--- src/rtl/if_stage_pkg.sv ---
// Shared types for the instruction-fetch stage.
// IF_MISALIGN_CHECK_EN adds a misalign flag to the downstream entry.
package if_stage_pkg;

    localparam logic [31:0] NOP_INST = 32'h0000_0013;

    typedef struct packed {
        logic [31:0] pc;
        logic [31:0] inst;
`ifdef IF_MISALIGN_CHECK_EN
        logic        misalign;
`endif
    } if_stage_out_t;

endpackage

--- src/rtl/fetch_fifo.sv ---
// Synchronous FIFO with flush and occupancy count; used for the fetched-word
// queue and the in-flight request-PC queue. DEPTH must be a power of two.
module fetch_fifo #(
    parameter int DEPTH = 2,
    parameter int WIDTH = 32
) (
    input  logic                       clk,
    input  logic                       arst_n,
    input  logic                       push,
    input  logic                       pop,
    input  logic                       flush,
    input  logic [WIDTH-1:0]           din,
    output logic [WIDTH-1:0]           dout,
    output logic [$clog2(DEPTH+1)-1:0] count,
    output logic                       empty,
    output logic                       full
);

    localparam int AW = (DEPTH > 1) ? $clog2(DEPTH) : 1;
    localparam int CW = $clog2(DEPTH + 1);
    localparam logic [AW-1:0] PTR_ONE  = AW'(1);
    localparam logic [CW-1:0] CNT_ONE  = CW'(1);
    localparam logic [CW-1:0] CNT_FULL = CW'(DEPTH);

    logic [WIDTH-1:0] mem [DEPTH];
    logic [AW-1:0]    rd_ptr;
    logic [AW-1:0]    wr_ptr;
    logic             do_push;
    logic             do_pop;

    assign empty   = (count == '0);
    assign full    = (count == CNT_FULL);
    assign do_pop  = pop && !empty;
    assign do_push = push && (!full || do_pop);
    assign dout    = mem[rd_ptr];

    always_ff @(posedge clk or negedge arst_n) begin
        if (!arst_n) begin
            rd_ptr <= '0;
            wr_ptr <= '0;
            count  <= '0;
        end else if (flush) begin
            rd_ptr <= '0;
            wr_ptr <= '0;
            count  <= '0;
        end else begin
            if (do_push) wr_ptr <= wr_ptr + PTR_ONE;
            if (do_pop)  rd_ptr <= rd_ptr + PTR_ONE;
            if (do_push && !do_pop)      count <= count + CNT_ONE;
            else if (do_pop && !do_push) count <= count - CNT_ONE;
        end
    end

    // Storage is not reset; entries only become visible through count.
    always_ff @(posedge clk) begin
        if (do_push && !flush) mem[wr_ptr] <= din;
    end

endmodule

--- src/rtl/if_stage.sv ---
// Instruction-fetch stage: PC, credit-limited imem requests, fetch buffer, redirect flush.
// Optional misaligned-redirect trap entry when IF_MISALIGN_CHECK_EN is defined.
module if_stage
    import if_stage_pkg::*;
#(
    parameter logic [31:0] RESET_PC   = 32'h0000_0000,
    parameter int          FIFO_DEPTH = 2,
    parameter int          MAX_OUTST  = 2
) (
    input  logic          clk,
    input  logic          arst_n,
    output logic          imem_req_valid,
    input  logic          imem_req_ready,
    output logic [31:0]   imem_req_addr,
    input  logic          imem_rsp_valid,
    input  logic [31:0]   imem_rsp_data,
    input  logic          redirect_en,
    input  logic [31:0]   redirect_pc,
    output if_stage_out_t if_out,
    output logic          if_valid,
    input  logic          if_ready
);

    localparam int CW = $clog2(FIFO_DEPTH + 1);
    localparam int OW = $clog2(MAX_OUTST + 1);
    localparam logic [OW-1:0] OUT_ONE = OW'(1);
    localparam logic [OW-1:0] OUT_MAX = OW'(MAX_OUTST);
    localparam logic [31:0]   DEPTH_U = 32'(FIFO_DEPTH);

    logic [31:0]   pc_q, pc_d, tgt_pc, rsp_pc;
    logic [OW-1:0] outst_q, outst_d, discard_q, discard_d;
    logic          run_q, halt, nop_push;
    logic          req_fire, data_push, data_pop, data_empty;
    logic [CW-1:0] data_cnt;
    if_stage_out_t push_ent, head_ent;
    logic [CW-1:0] unused_pc_cnt;
    logic          unused_pc_empty, unused_pc_full, unused_data_full;

`ifdef IF_MISALIGN_CHECK_EN
    logic nop_pend_q;

    assign tgt_pc   = redirect_pc;
    // Trap entry waits until every stale response has been drained.
    assign nop_push = nop_pend_q && (outst_q == '0) && !redirect_en;

    always_ff @(posedge clk or negedge arst_n) begin
        if (!arst_n) begin
            halt       <= 1'b0;
            nop_pend_q <= 1'b0;
        end else if (redirect_en) begin
            halt       <= |redirect_pc[1:0];
            nop_pend_q <= |redirect_pc[1:0];
        end else if (nop_push) begin
            nop_pend_q <= 1'b0;
        end
    end

    always_comb begin
        push_ent = '0;
        if (nop_push) begin
            push_ent.pc       = pc_q;
            push_ent.inst     = NOP_INST;
            push_ent.misalign = 1'b1;
        end else begin
            push_ent.pc   = rsp_pc;
            push_ent.inst = imem_rsp_data;
        end
    end
`else
    logic unused_redirect_lsbs;

    assign unused_redirect_lsbs = ^redirect_pc[1:0];
    assign tgt_pc   = {redirect_pc[31:2], 2'b00};
    assign halt     = 1'b0;
    assign nop_push = 1'b0;

    always_comb begin
        push_ent      = '0;
        push_ent.pc   = rsp_pc;
        push_ent.inst = imem_rsp_data;
    end
`endif

    // Credit covers buffered words plus in-flight requests, so responses never stall.
    assign imem_req_valid = run_q && !redirect_en && !halt
                            && ((32'(outst_q) + 32'(data_cnt)) < DEPTH_U)
                            && (outst_q < OUT_MAX);
    assign imem_req_addr  = pc_q;
    assign req_fire       = imem_req_valid && imem_req_ready;
    assign data_push      = (imem_rsp_valid && (discard_q == '0) && !redirect_en) || nop_push;
    assign data_pop       = if_valid && if_ready && !redirect_en;

    always_comb begin
        outst_d = outst_q;
        if (req_fire && !imem_rsp_valid)      outst_d = outst_q + OUT_ONE;
        else if (!req_fire && imem_rsp_valid) outst_d = outst_q - OUT_ONE;

        discard_d = discard_q;
        if (redirect_en)                                discard_d = outst_d;
        else if (imem_rsp_valid && (discard_q != '0))   discard_d = discard_q - OUT_ONE;

        pc_d = pc_q;
        if (redirect_en)   pc_d = tgt_pc;
        else if (req_fire) pc_d = pc_q + 32'd4;
    end

    always_ff @(posedge clk or negedge arst_n) begin
        if (!arst_n) begin
            pc_q      <= RESET_PC;
            outst_q   <= '0;
            discard_q <= '0;
            run_q     <= 1'b0;
        end else begin
            pc_q      <= pc_d;
            outst_q   <= outst_d;
            discard_q <= discard_d;
            run_q     <= 1'b1;
        end
    end

    // Request-PC queue stays aligned with responses across redirects, so it is never flushed.
    fetch_fifo #(.DEPTH(FIFO_DEPTH), .WIDTH(32)) u_pc_fifo (
        .clk   (clk),
        .arst_n(arst_n),
        .push  (req_fire),
        .pop   (imem_rsp_valid),
        .flush (1'b0),
        .din   (pc_q),
        .dout  (rsp_pc),
        .count (unused_pc_cnt),
        .empty (unused_pc_empty),
        .full  (unused_pc_full)
    );

    fetch_fifo #(.DEPTH(FIFO_DEPTH), .WIDTH($bits(if_stage_out_t))) u_data_fifo (
        .clk   (clk),
        .arst_n(arst_n),
        .push  (data_push),
        .pop   (data_pop),
        .flush (redirect_en),
        .din   (push_ent),
        .dout  (head_ent),
        .count (data_cnt),
        .empty (data_empty),
        .full  (unused_data_full)
    );

    assign if_valid = !data_empty;
    assign if_out   = if_valid ? head_ent : '0;

endmodule

--- config.mk ---
export PLATFORM = sky130hd
export DESIGN_NAME = if_stage
export DESIGN_NICKNAME = d
export VERILOG_FILES = /design/src/rtl/if_stage_pkg.sv /design/src/rtl/fetch_fifo.sv /design/src/rtl/if_stage.sv
export SDC_FILE = /design/constraint.sdc
export NUM_CORES = 1
export LEC_CHECK = 0
export BUFFER_PORTS_ARGS = -buffer_cell sky130_fd_sc_hd__buf_2
export CAP_MARGIN = 20
export CORE_MARGIN = 2
export CORE_UTILIZATION = 27
export CTS_BUF_LIST = sky130_fd_sc_hd__clkbuf_4 sky130_fd_sc_hd__clkbuf_8
export DETAILED_ROUTE_END_ITERATION = 12
export GPL_ROUTABILITY_DRIVEN = 0
export PLACE_DENSITY_LB_ADDON = 0.15
export SLEW_MARGIN = 20
export SYNTH_ARGS = -nofsm -noshare
export SYNTH_HDL_FRONTEND = slang
export SYNTH_SLANG_ARGS = --single-unit
export TNS_END_PERCENT = 10
--- constraint.sdc ---
create_clock -name clk -period 9.3 [get_ports clk]
set_input_delay 2.79 -clock clk [delete_from_list [all_inputs] [get_ports clk]]
set_output_delay 2.79 -clock clk [all_outputs]
set_load 0.005 [all_outputs]
==> metrics, run 1 <==
result of the run finished, final reports clean; Tightest Pin Transition 1.07 ns; Clk Tree Root Cell clkbuf_8; Final Hold Violating Endpoints 0; die outline area 0.0362 sq mm; number of flip-flops and latches in the synthesized netlist 227; CTS sink count 227; achievable clock frequency 146 MHz; register clock-pin slew on the reported worst setup and hold paths 0.06 ns; hold buffer count at cts 0; DP HPWL 14300 microns; ratio of final minimum period to clock period 73.7%; clock period minus final worst setup slack 6.85 ns; Global Route Usage Sum 12.8%; clock tree from TritonCTS built; remaining routing DRC violations 0; remaining antenna violation count after routing 0; cell type group with the largest total delay on the critical path simple AND/OR/NAND/NOR gates; Post-Synthesis Cell Area 0.00936 sq mm; Initial DRC Count 234; most frequent CP cell buf_2; antenna violations before repair 0; setup TNS after final layout 0 ns; pins over their slew limit 0; Synth async-reset ratio 18.9%; number of instances resized during post-cts repair 0; detailed-routing iteration count for the pre-antenna-repair pass 4; Req. time, crit path 6.51 ns; number of max-capacitance violations reported 0; cells taking the most area after synthesis edfxtp_1 59%, dfrtp_1 11%, mux2i_1 7.0%; minimum hold slack 0.494 ns; number of top-level pins 168; maximum fanout encountered on the critical timing path 46; horizontal die dimension 190 microns; CP Capture Type output port; synth unique cells 59; initial core utilization 27.2%; net count of the finished layout 892; Skew-Pair Late Insertion Delay 0.54 ns; largest net degree at the start of global routing 63; via count of the first global-routing pass 5768; via density per instance 4.45; Worst path slowest cell or4b_4; Inst Count DP 1229; ordered list of cells on the worst path buf_2 > buf_4 > or4b_4 > nor2_1 > buf_2; Most used DFF post-synth edfxtp_1; number of enable-type register cells in the synthesized netlist 184; final setup violating endpoints 0; cell accounting for the most synthesized area edfxtp_1; count of buffers from port buffering 161; layout cell share with drive strength beyond 1 33.8%; top cell type's share of synthesized area 59.0%; number of fillers in the final layout 3471; Max rail drop VDD 0.0823 mV; worst-case headroom to the max-slew limit 28.1%; register area share after synthesis 70.5%; grt ovf 0; signed area change from the synthesized netlist to the final layout 23.5%; Final Instance Count excl. Fillers 1307; post-route clock skew 0.0169 ns; Placeable Area 0.0344 sq mm; total of warnings raised by yosys 0; count of antenna diodes in the layout 0; count of buffering cells on the critical path with inverters included 3; Critical Path Start Type input port; biggest cell delay along the critical path 0.65 ns; static leakage 4.35 nW; worst setup path class in -> out; wire per inst 17.8 microns; Die Span Y 190 microns; # rows 68; final core occ 33.6%; H-tree level count 2; global-route wire length before repair 34500 microns; total wirelength of the detailed-routed design 23300 microns; syn avg cell area 14.8 sq um; number of clock buffers inserted by TritonCTS 42; RSZ-0062 raised after global routing false; hold crit path type reg -> reg; Power Density 229 mW/mm^2; Critical Path AT 4.06 ns; total vias in the final route 5821; instance count of the mapped netlist 634; number of setup buffers added after CTS 0; maximum clock path buffer count 3
## synth_stat cells, types with 6 or more instances
master / n
nand2_1: 39
clkbuf_1: 19
nor3_1: 10
nor2_1: 76
a221o_1: 7
dfrtp_1: 43
xnor2_1: 7
xor2_1: 7
inv_1: 8
and3_1: 6
o21ai_0: 15
edfxtp_1: 184
mux2i_1: 65
o211ai_1: 9
nand4_1: 10
mux2_2: 30
nand3_1: 10
## cell type report
class,count,area [sq um],share of cell area [%]
Tap cell,455,569,4.92
Timing Repair Buffer,172,888,7.68
Sequential cell,227,6610,57.1
Clock inverter,9,36.3,0.314
Inverter,8,30.0,0.260
Multi-Input combinational cell,367,2600,22.5
Clock buffer,69,831,7.19
## metrics by stage
stage          setup slack, ns  area, sq um  total power [mW]
2_1_floorplan           -0.484         9380              1.55
3_3_place_gp              2.43        10700              1.72
3_5_place_dp              2.44        10700              1.72
4_1_cts                   2.44        11600              2.70
5_1_grt                   2.38        11600              2.79
6_report                  2.45        11600              2.65
## state kept, by name (all words and copies together), names as in the netlist
signal / flops
run_q: 1
u_data_fifo.rd_ptr: 1
outst_q: 2
u_pc_fifo.mem: 60
u_pc_fifo.count: 2
u_data_fifo.mem: 124
u_data_fifo.count: 2
u_pc_fifo.wr_ptr: 1
u_pc_fifo.rd_ptr: 1
discard_q: 2
imem_req_addr: 30
u_data_fifo.wr_ptr: 1
## power by group
group / internal, mW / total [mW] / switching (mW)
logic: 0.178 / 0.399 / 0.221
registers: 1.21 / 1.29 / 0.0766
clock network: 0.561 / 0.960 / 0.399
total: 1.95 / 2.65 / 0.696
## placed cells by master, fill, tap and decap left out, types with 7 or more instances in the layout
master / netlist / final
xnor2_1: 7 / 7
nand3_1: 10 / 10
nor2_1: 76 / 75
mux2i_1: 65 / 65
inv_1: 8 / 8
clkbuf_4: 0 / 19
nand4_1: 10 / 10
o21ai_0: 15 / 15
dfrtp_1: 43 / 42
nor3_1: 10 / 8
clkinv_1: 0 / 7
buf_2: 2 / 161
edfxtp_1: 184 / 184
nand2_1: 39 / 39
mux2_2: 30 / 30
o211ai_1: 9 / 9
buf_4: 5 / 11
clkbuf_8: 0 / 50
a221o_1: 7 / 7
xor2_1: 7 / 7
## worst reg2reg max path: cells and delay by family, from the launching register on
kind / cells / cell delay [ns]
AND/OR/NAND/NOR: 4 / 1.79
buffers and inverters: 2 / 0.79
flip-flops: 1 / 0.47
adder cells (fa/ha/maj): 1 / 0.43
## routing by layer
layer,track usage [%],up-vias,share of wire (%)
met5,0,-,0
met4,4.44,0,1.9
met3,2.91,41,5.4
met2,21.5,169,49
met1,16.1,2855,44
li1,-,2756,-
## cells by family after synthesis
group                    after synthesis  share of synthesized area, %
AND/OR/NAND/NOR                      181                          9.41
AO/OA/AOI/OAI                         68                          5.23
flip-flops                           227                          70.5
other                                  2                        0.0802
multiplexers                          95                          10.6
XOR/XNOR                              14                          1.31
adder cells (fa/ha/maj)                4                         0.615
buffers and inverters                 43                          2.27
## worst paths after layout
path	start	end	slack [ns]	cells after the start
worst max-delay path	redirect_en	imem_req_valid	2.45	5
worst min-delay path	u_pc_fifo.count[1]$_DFFE_PN0P_	u_pc_fifo.count[1]$_DFFE_PN0P_	0.49	1
worst max register to register	u_data_fifo.count[0]$_DFFE_PN0P_	u_pc_fifo.mem[0][2]$_DFFE_PP_	5.45	7
worst min register to register	u_pc_fifo.count[1]$_DFFE_PN0P_	u_pc_fifo.count[1]$_DFFE_PN0P_	0.49	1
max in group asynchronous	arst_n	u_data_fifo.rd_ptr$_DFFE_PN0P_	6.48	2
min in group asynchronous	arst_n	imem_req_addr[17]$_DFFE_PN0P_	2.35	2
Note: power is estimated with default switching activity, not from simulation.
==> run 2, diff against run 1 <==
Clock period 9.3 ns to 6.2 ns, I/O delays scaled along.
==> run 2 against run 1 <==
Power rose by 49%. Sequential power up 50%. First-iteration DRC count rose by 2.1%. Global-route usage rose by 0.079 points.
==> metrics, run 2 (synthesized netlist as in run 1, its figures left out) <==
clock power share 35.5% (-0.8 points); Req. time, crit path 4.34 ns (-2.17 ns); result of the run finished, final reports clean; layout cell share with drive strength beyond 1 33.4% (-0.43 points); net count of the finished layout 895 (+0.34%); flip-flop count of the largest register after layout 124 (unchanged); worst hold path cell count 1 (unchanged); Clk Tree Root Cell clkbuf_8; Worst Setup Slack, final 1.55 ns (-0.901 ns); sequential share of power 49.0% (+0.3 points); clock tree from TritonCTS built; Power Density 341 mW/mm^2 (+49%); horizontal die dimension 190 microns (unchanged); count of antenna diodes in the layout 0 (unchanged); Tightest Pin Transition 1.15 ns (+0.0728 ns); maximum clock path buffer count 3 (unchanged); H-tree level count 2 (unchanged); Final Hold Violating Endpoints 0 (unchanged); largest net degree at the start of global routing 63 (unchanged); initial core utilization 27.2% (unchanged); final setup violating endpoints 0 (unchanged); worst min-delay path startpoint u_pc_fifo.count[1]$_DFFE_PN0P_; post-route clock skew 0.0185 ns (+0.00164 ns); worst setup path class in -> out; switching power of the nets 1.05 mW (+50%); register containing the most flip-flops in the final layout u_data_fifo.mem; die outline area 0.0362 sq mm (unchanged); achievable clock frequency 215 MHz; count of buffers from port buffering 161 (unchanged); number of top-level pins 168 (unchanged); Max rail drop VDD 0.172 mV (+110%); Inst Count DP 1232 (+0.24%); remaining routing DRC violations 0 (unchanged); hold buffer count at cts 0 (unchanged); Placeable Area 0.0344 sq mm (unchanged); antenna violations before repair 0 (unchanged); DP HPWL 14400 microns (+0.53%); wire per inst 17.8 microns (about the same); clock period minus final worst setup slack 4.65 ns; Die Span Y 190 microns (unchanged); grt ovf 0 (unchanged); via density per instance 4.48 (+0.69%); Skew-Pair Late Insertion Delay 0.54 ns (about the same); ratio of final minimum period to clock period 75.0%; Critical R2R Launch u_data_fifo.count[0]$_DFFE_PN0P_; register clock-pin slew on the reported worst setup and hold paths 0.06 ns (about the same); footprint of the multi-input gates 0.00260 sq mm (about the same); most common cell after layout, fill and taps aside edfxtp_1; total vias in the final route 5870 (+0.84%); detailed-routing iteration count for the pre-antenna-repair pass 4 (unchanged); pins over their slew limit 0 (unchanged); Global Route Usage Sum 12.9% (+0.079 points); count of cells along the worst register-to-register path 7 (unchanged); Initial DRC Count 239 (+2.1%); worst setup timing slack at the placement stage 1.55 ns (-0.893 ns); worst-case register-to-register setup slack 2.88 ns (-2.57 ns); net switching share of the total power 26.7% (+0.35 points); number of setup buffers added after CTS 0 (unchanged); CP Capture Type output port; endpoint of the worst-slack reg-to-reg timing path u_pc_fifo.mem[1][5]$_DFFE_PP_; Sequential cell area 0.00661 sq mm (unchanged); combinational fraction of design power 15.5% (+0.4 points); worst-case headroom to the max-slew limit 22.8% (-5.3 points); number of clock buffers inserted by TritonCTS 42 (unchanged); signed area change from the synthesized netlist to the final layout 23.3%; static leakage 4.35 nW (-0.12%); hold crit path type reg -> reg; # rows 68 (unchanged); CTS sink count 227 (unchanged); via count of the first global-routing pass 5697 (-1.2%); leading cell types in the layout, fill and taps excluded 184 x edfxtp_1, 160 x buf_2, 75 x nor2_1; RSZ-0062 raised after global routing false; global-route wire length before repair 34700 microns (+0.58%); number of instances resized during post-cts repair 0 (unchanged); total wirelength of the detailed-routed design 23300 microns (+0.17%); maximum fanout encountered on the critical timing path 4 (-91%); Critical Path AT 2.79 ns (-1.27 ns); Critical Path Start Type input port; hold endpoint u_pc_fifo.count[1]$_DFFE_PN0P_; number of max-capacitance violations reported 0 (unchanged); number of fillers in the final layout 3453 (-0.52%); Final Instance Count excl. Fillers 1309 (+0.15%); remaining antenna violation count after routing 0 (unchanged); Power Internal 2.88 mW (+48%)
[run 2: cell count changes in the layout (fill, tap and decap cells not counted), moves of 2 or more]
cell      delta
clkinv_1     +3
nor4_2       -2
buf_4        +4
clkbuf_8     -4
[run 2: layout make-up]
cell class / count / share of cell area [%]
Sequential cell: 227 / 57.2
Multi-Input combinational cell: 367 / 22.5
Timing Repair Buffer: 175 / 7.91
Clock buffer: 66 / 6.79
Tap cell: 455 / 4.93
Clock inverter: 11 / 0.369
Inverter: 8 / 0.260
[run 2: worst max-delay path by stage]
stage,endpoint,cells past startpoint,slack [ns],start
CTS,imem_req_valid,4,1.54,redirect_en
finish,imem_req_valid,4,1.55,redirect_en
detailed placement,imem_req_valid,4,1.55,redirect_en
floorplan,u_data_fifo.mem[1][0]$_DFFE_PP_,3,-0.05,imem_rsp_valid
global route,imem_req_valid,4,1.51,redirect_en
global placement,imem_req_valid,4,1.54,redirect_en
[run 2: routing by layer]
metal	track usage, %	share of wire, %
met1	16.6	44
met2	21.3	48
met3	3.08	6.1
met4	4.11	2.1
met5	0	0
[run 2: critical path, cell delays in order]
cell	delay (ns)
buf_2	0.10
or4b_4	0.59
nor2_1	0.12
buf_2	0.12
[run 2: power groups by stage]
stage	logic, mW	clock network [mW]	registers [mW]
global placement	0.623	0	1.96
detailed placement	0.626	0	1.96
CTS	0.630	1.46	1.93
finish	0.609	1.40	1.93
floorplan	0.408	0	1.92
global route	0.684	1.52	1.95
[run 2: through the flow]
stage | utilization [%] | hold WS, ns | instance area (sq um) | total power, mW | setup TNS [ns]
3_3_place_gp | 31.2 | 0.479 | 10700 | 2.58 | 0
4_1_cts | 33.6 | 0.489 | 11500 | 4.02 | 0
2_1_floorplan | - | 0.450 | 9380 | 2.33 | -3.88
3_5_place_dp | 31.2 | 0.477 | 10700 | 2.59 | 0
6_report | 33.6 | 0.485 | 11500 | 3.93 | 0
5_1_grt | 33.6 | 0.495 | 11500 | 4.15 | 0
==> run 3, diff against run 2 <==
Clock period 6.2 ns to 4.3 ns, I/O delays scaled along.
==> run 3 against run 2 <==
Via count decreased by 2.2%. Power increased by 42%. Register-to-register slack got worse by 1.9 ns. Sequential cell count unchanged. Final cell count about the same. Worst hold slack improved by 0.014 ns. Count of clock-buffer cells in the layout decreased by 12. Routed wire length increased by 0.21%. Utilization about the same. Largest cell class unchanged. Largest power group unchanged. Highest routed layer unchanged.
==> metrics, run 3 (synthesized netlist as in run 1, its figures left out) <==
Critical R2R Launch u_data_fifo.count[0]$_DFFE_PN0P_; maximum fanout encountered on the critical timing path 8 (+4); total wirelength of the detailed-routed design 23400 microns (+0.21%); most common cell after layout, fill and taps aside edfxtp_1; Max rail drop VDD 0.175 mV (+1.8%); number of fillers in the final layout 3454 (+0.029%); grt ovf 0 (unchanged); net count of the finished layout 896 (+0.11%); result of the run finished, final reports clean; Final Hold Violating Endpoints 0 (unchanged); detailed-routing iteration count for the pre-antenna-repair pass 4 (unchanged); CTS sink count 227 (unchanged); count of buffers from port buffering 161 (unchanged); signed area change from the synthesized netlist to the final layout 23.3% (about the same); cell type group with the largest total delay on the critical path simple AND/OR/NAND/NOR gates; count of buffering cells on the critical path with inverters included 1 (-1); via count of the first global-routing pass 5820 (+2.2%); number of instances resized during post-cts repair 0 (unchanged); remaining routing DRC violations 0 (unchanged); worst setup path startpoint u_data_fifo.count[0]$_DFFE_PN0P_; flip-flop count of the largest register after layout 124 (unchanged); antenna violations before repair 0 (unchanged); horizontal die dimension 190 microns (unchanged); # rows 68 (unchanged); DP HPWL 14600 microns (+1.5%); final core occ 33.6% (about the same); number of setup buffers added after CTS 0 (unchanged); count of cells along the worst register-to-register path 6 (-1); largest net degree at the start of global routing 63 (unchanged); leading cell types in the layout, fill and taps excluded 184 x edfxtp_1, 161 x buf_2, 75 x nor2_1; Req. time, crit path 3.01 ns (-1.33 ns); clock period minus final worst setup slack 3.79 ns; hold crit path type reg -> reg; count of antenna diodes in the layout 0 (unchanged); register containing the most flip-flops in the final layout u_data_fifo.mem; hold buffer count at cts 0 (unchanged); post-route clock skew 0.0213 ns (+0.00271 ns); maximum clock path buffer count 3 (unchanged); die outline area 0.0362 sq mm (unchanged); initial core utilization 27.2% (unchanged); Initial DRC Count 226 (-5.4%); Die Span Y 190 microns (unchanged); capturing instance or port of the critical path imem_req_valid; number of max-capacitance violations reported 0 (unchanged); CP Capture Type output port; number of top-level pins 168 (unchanged); remaining antenna violation count after routing 0 (unchanged); worst-case headroom to the max-slew limit 30.4% (+7.6 points); Worst Setup Slack, final 0.511 ns (-1.04 ns); global-route wire length before repair 35000 microns (+0.79%); wire per inst 17.8 microns (+0.14%); H-tree level count 2 (unchanged); number of clock buffers inserted by TritonCTS 42 (unchanged); ordered list of cells on the worst path and2_1 > fa_1 > or4b_4 > nor2_1 > buf_2; Tightest Pin Transition 1.04 ns (-0.107 ns); Worst path slowest cell or4b_4; worst-case register-to-register setup slack 1.02 ns (-1.86 ns); Critical Path Start Type flop; minimum hold slack 0.499 ns (+0.0141 ns); static leakage 4.33 nW (-0.50%); Critical Path AT 2.50 ns (-0.29 ns); Power Density 483 mW/mm^2 (+42%); Skew-Pair Late Insertion Delay 0.55 ns (about the same); via density per instance 4.38 (-2.3%); Clk Tree Root Cell clkbuf_8; register clock-pin slew on the reported worst setup and hold paths 0.06 ns (about the same); Global Route Usage Sum 12.9% (+0.051 points); achievable clock frequency 264 MHz; endpoint of the worst-slack reg-to-reg timing path u_pc_fifo.mem[0][26]$_DFFE_PP_; biggest cell delay along the critical path 0.58 ns (about the same); Placeable Area 0.0344 sq mm (unchanged); worst setup path class reg -> out; total vias in the final route 5738 (-2.2%); clock tree from TritonCTS built; final setup violating endpoints 0 (unchanged); layout cell share with drive strength beyond 1 32.7% (-0.62 points); worst setup timing slack at the placement stage 0.734 ns (-0.811 ns); RSZ-0062 raised after global routing false; pins over their slew limit 0 (unchanged); number of logic stages on the critical path including buffering 5 (+1); ratio of final minimum period to clock period 88.1%
==> run 3: changes by cell type in the layout (fill, tap and decap cells not counted), sizes merged <==
cell | before | now
buf | 175 | 176
clkbuf | 66 | 54
clkinv | 11 | 22
clkinvlp | 0 | 1
==> run 3: where the power goes <==
part | total [mW] | internal [mW] | switching [mW] | leakage, nW
Combinational | 0.867 | 0.398 | 0.469 | 1.73
Sequential | 2.80 | 2.62 | 0.182 | 2.19
Clock | 1.90 | 1.02 | 0.882 | 0.406
==> run 3: metal layers <==
layer | vias up | global-route usage (%) | part of all wire [%]
li1 | 2760 | - | -
met5 | - | 0 | 0
met1 | 2777 | 16.8 | 44
met3 | 38 | 3.32 | 5.9
met2 | 163 | 20.9 | 47
met4 | 0 | 4.44 | 2.4
==> run 3: cell type report <==
type | instances | area [sq um] | share of cell area (%)
Clock buffer | 54 | 674 | 5.85
Clock inverter | 23 | 96.3 | 0.835
Inverter | 8 | 30.0 | 0.260
Multi-Input combinational cell | 367 | 2610 | 22.6
Sequential cell | 227 | 6610 | 57.2
Tap cell | 455 | 569 | 4.93
Timing Repair Buffer | 176 | 956 | 8.29
==> run 3: worst min path at each step <==
stage / cells after the start / start / slack [ns] / end
2_1_floorplan: 1 / u_pc_fifo.count[1]$_DFFE_PN0P_ / 0.45 / u_pc_fifo.count[1]$_DFFE_PN0P_
3_3_place_gp: 1 / u_pc_fifo.count[1]$_DFFE_PN0P_ / 0.49 / u_pc_fifo.count[1]$_DFFE_PN0P_
3_5_place_dp: 1 / u_pc_fifo.count[1]$_DFFE_PN0P_ / 0.48 / u_pc_fifo.count[1]$_DFFE_PN0P_
4_1_cts: 1 / u_pc_fifo.count[1]$_DFFE_PN0P_ / 0.49 / u_pc_fifo.count[1]$_DFFE_PN0P_
5_1_grt: 1 / u_pc_fifo.count[1]$_DFFE_PN0P_ / 0.51 / u_pc_fifo.count[1]$_DFFE_PN0P_
6_report: 1 / u_pc_fifo.count[1]$_DFFE_PN0P_ / 0.50 / u_pc_fifo.count[1]$_DFFE_PN0P_
==> run 3: metrics by stage <==
stage	instance area, sq um	total power [mW]	instances	TNS [ns]
after detailed placement	10800	3.74	1233	0
after global placement	10800	3.74	1233	0
final	11500	5.57	1310	0
after floorplan	9380	3.35	637	-192.37
after CTS	11500	5.70	1310	0
after global routing	11500	5.89	1310	0
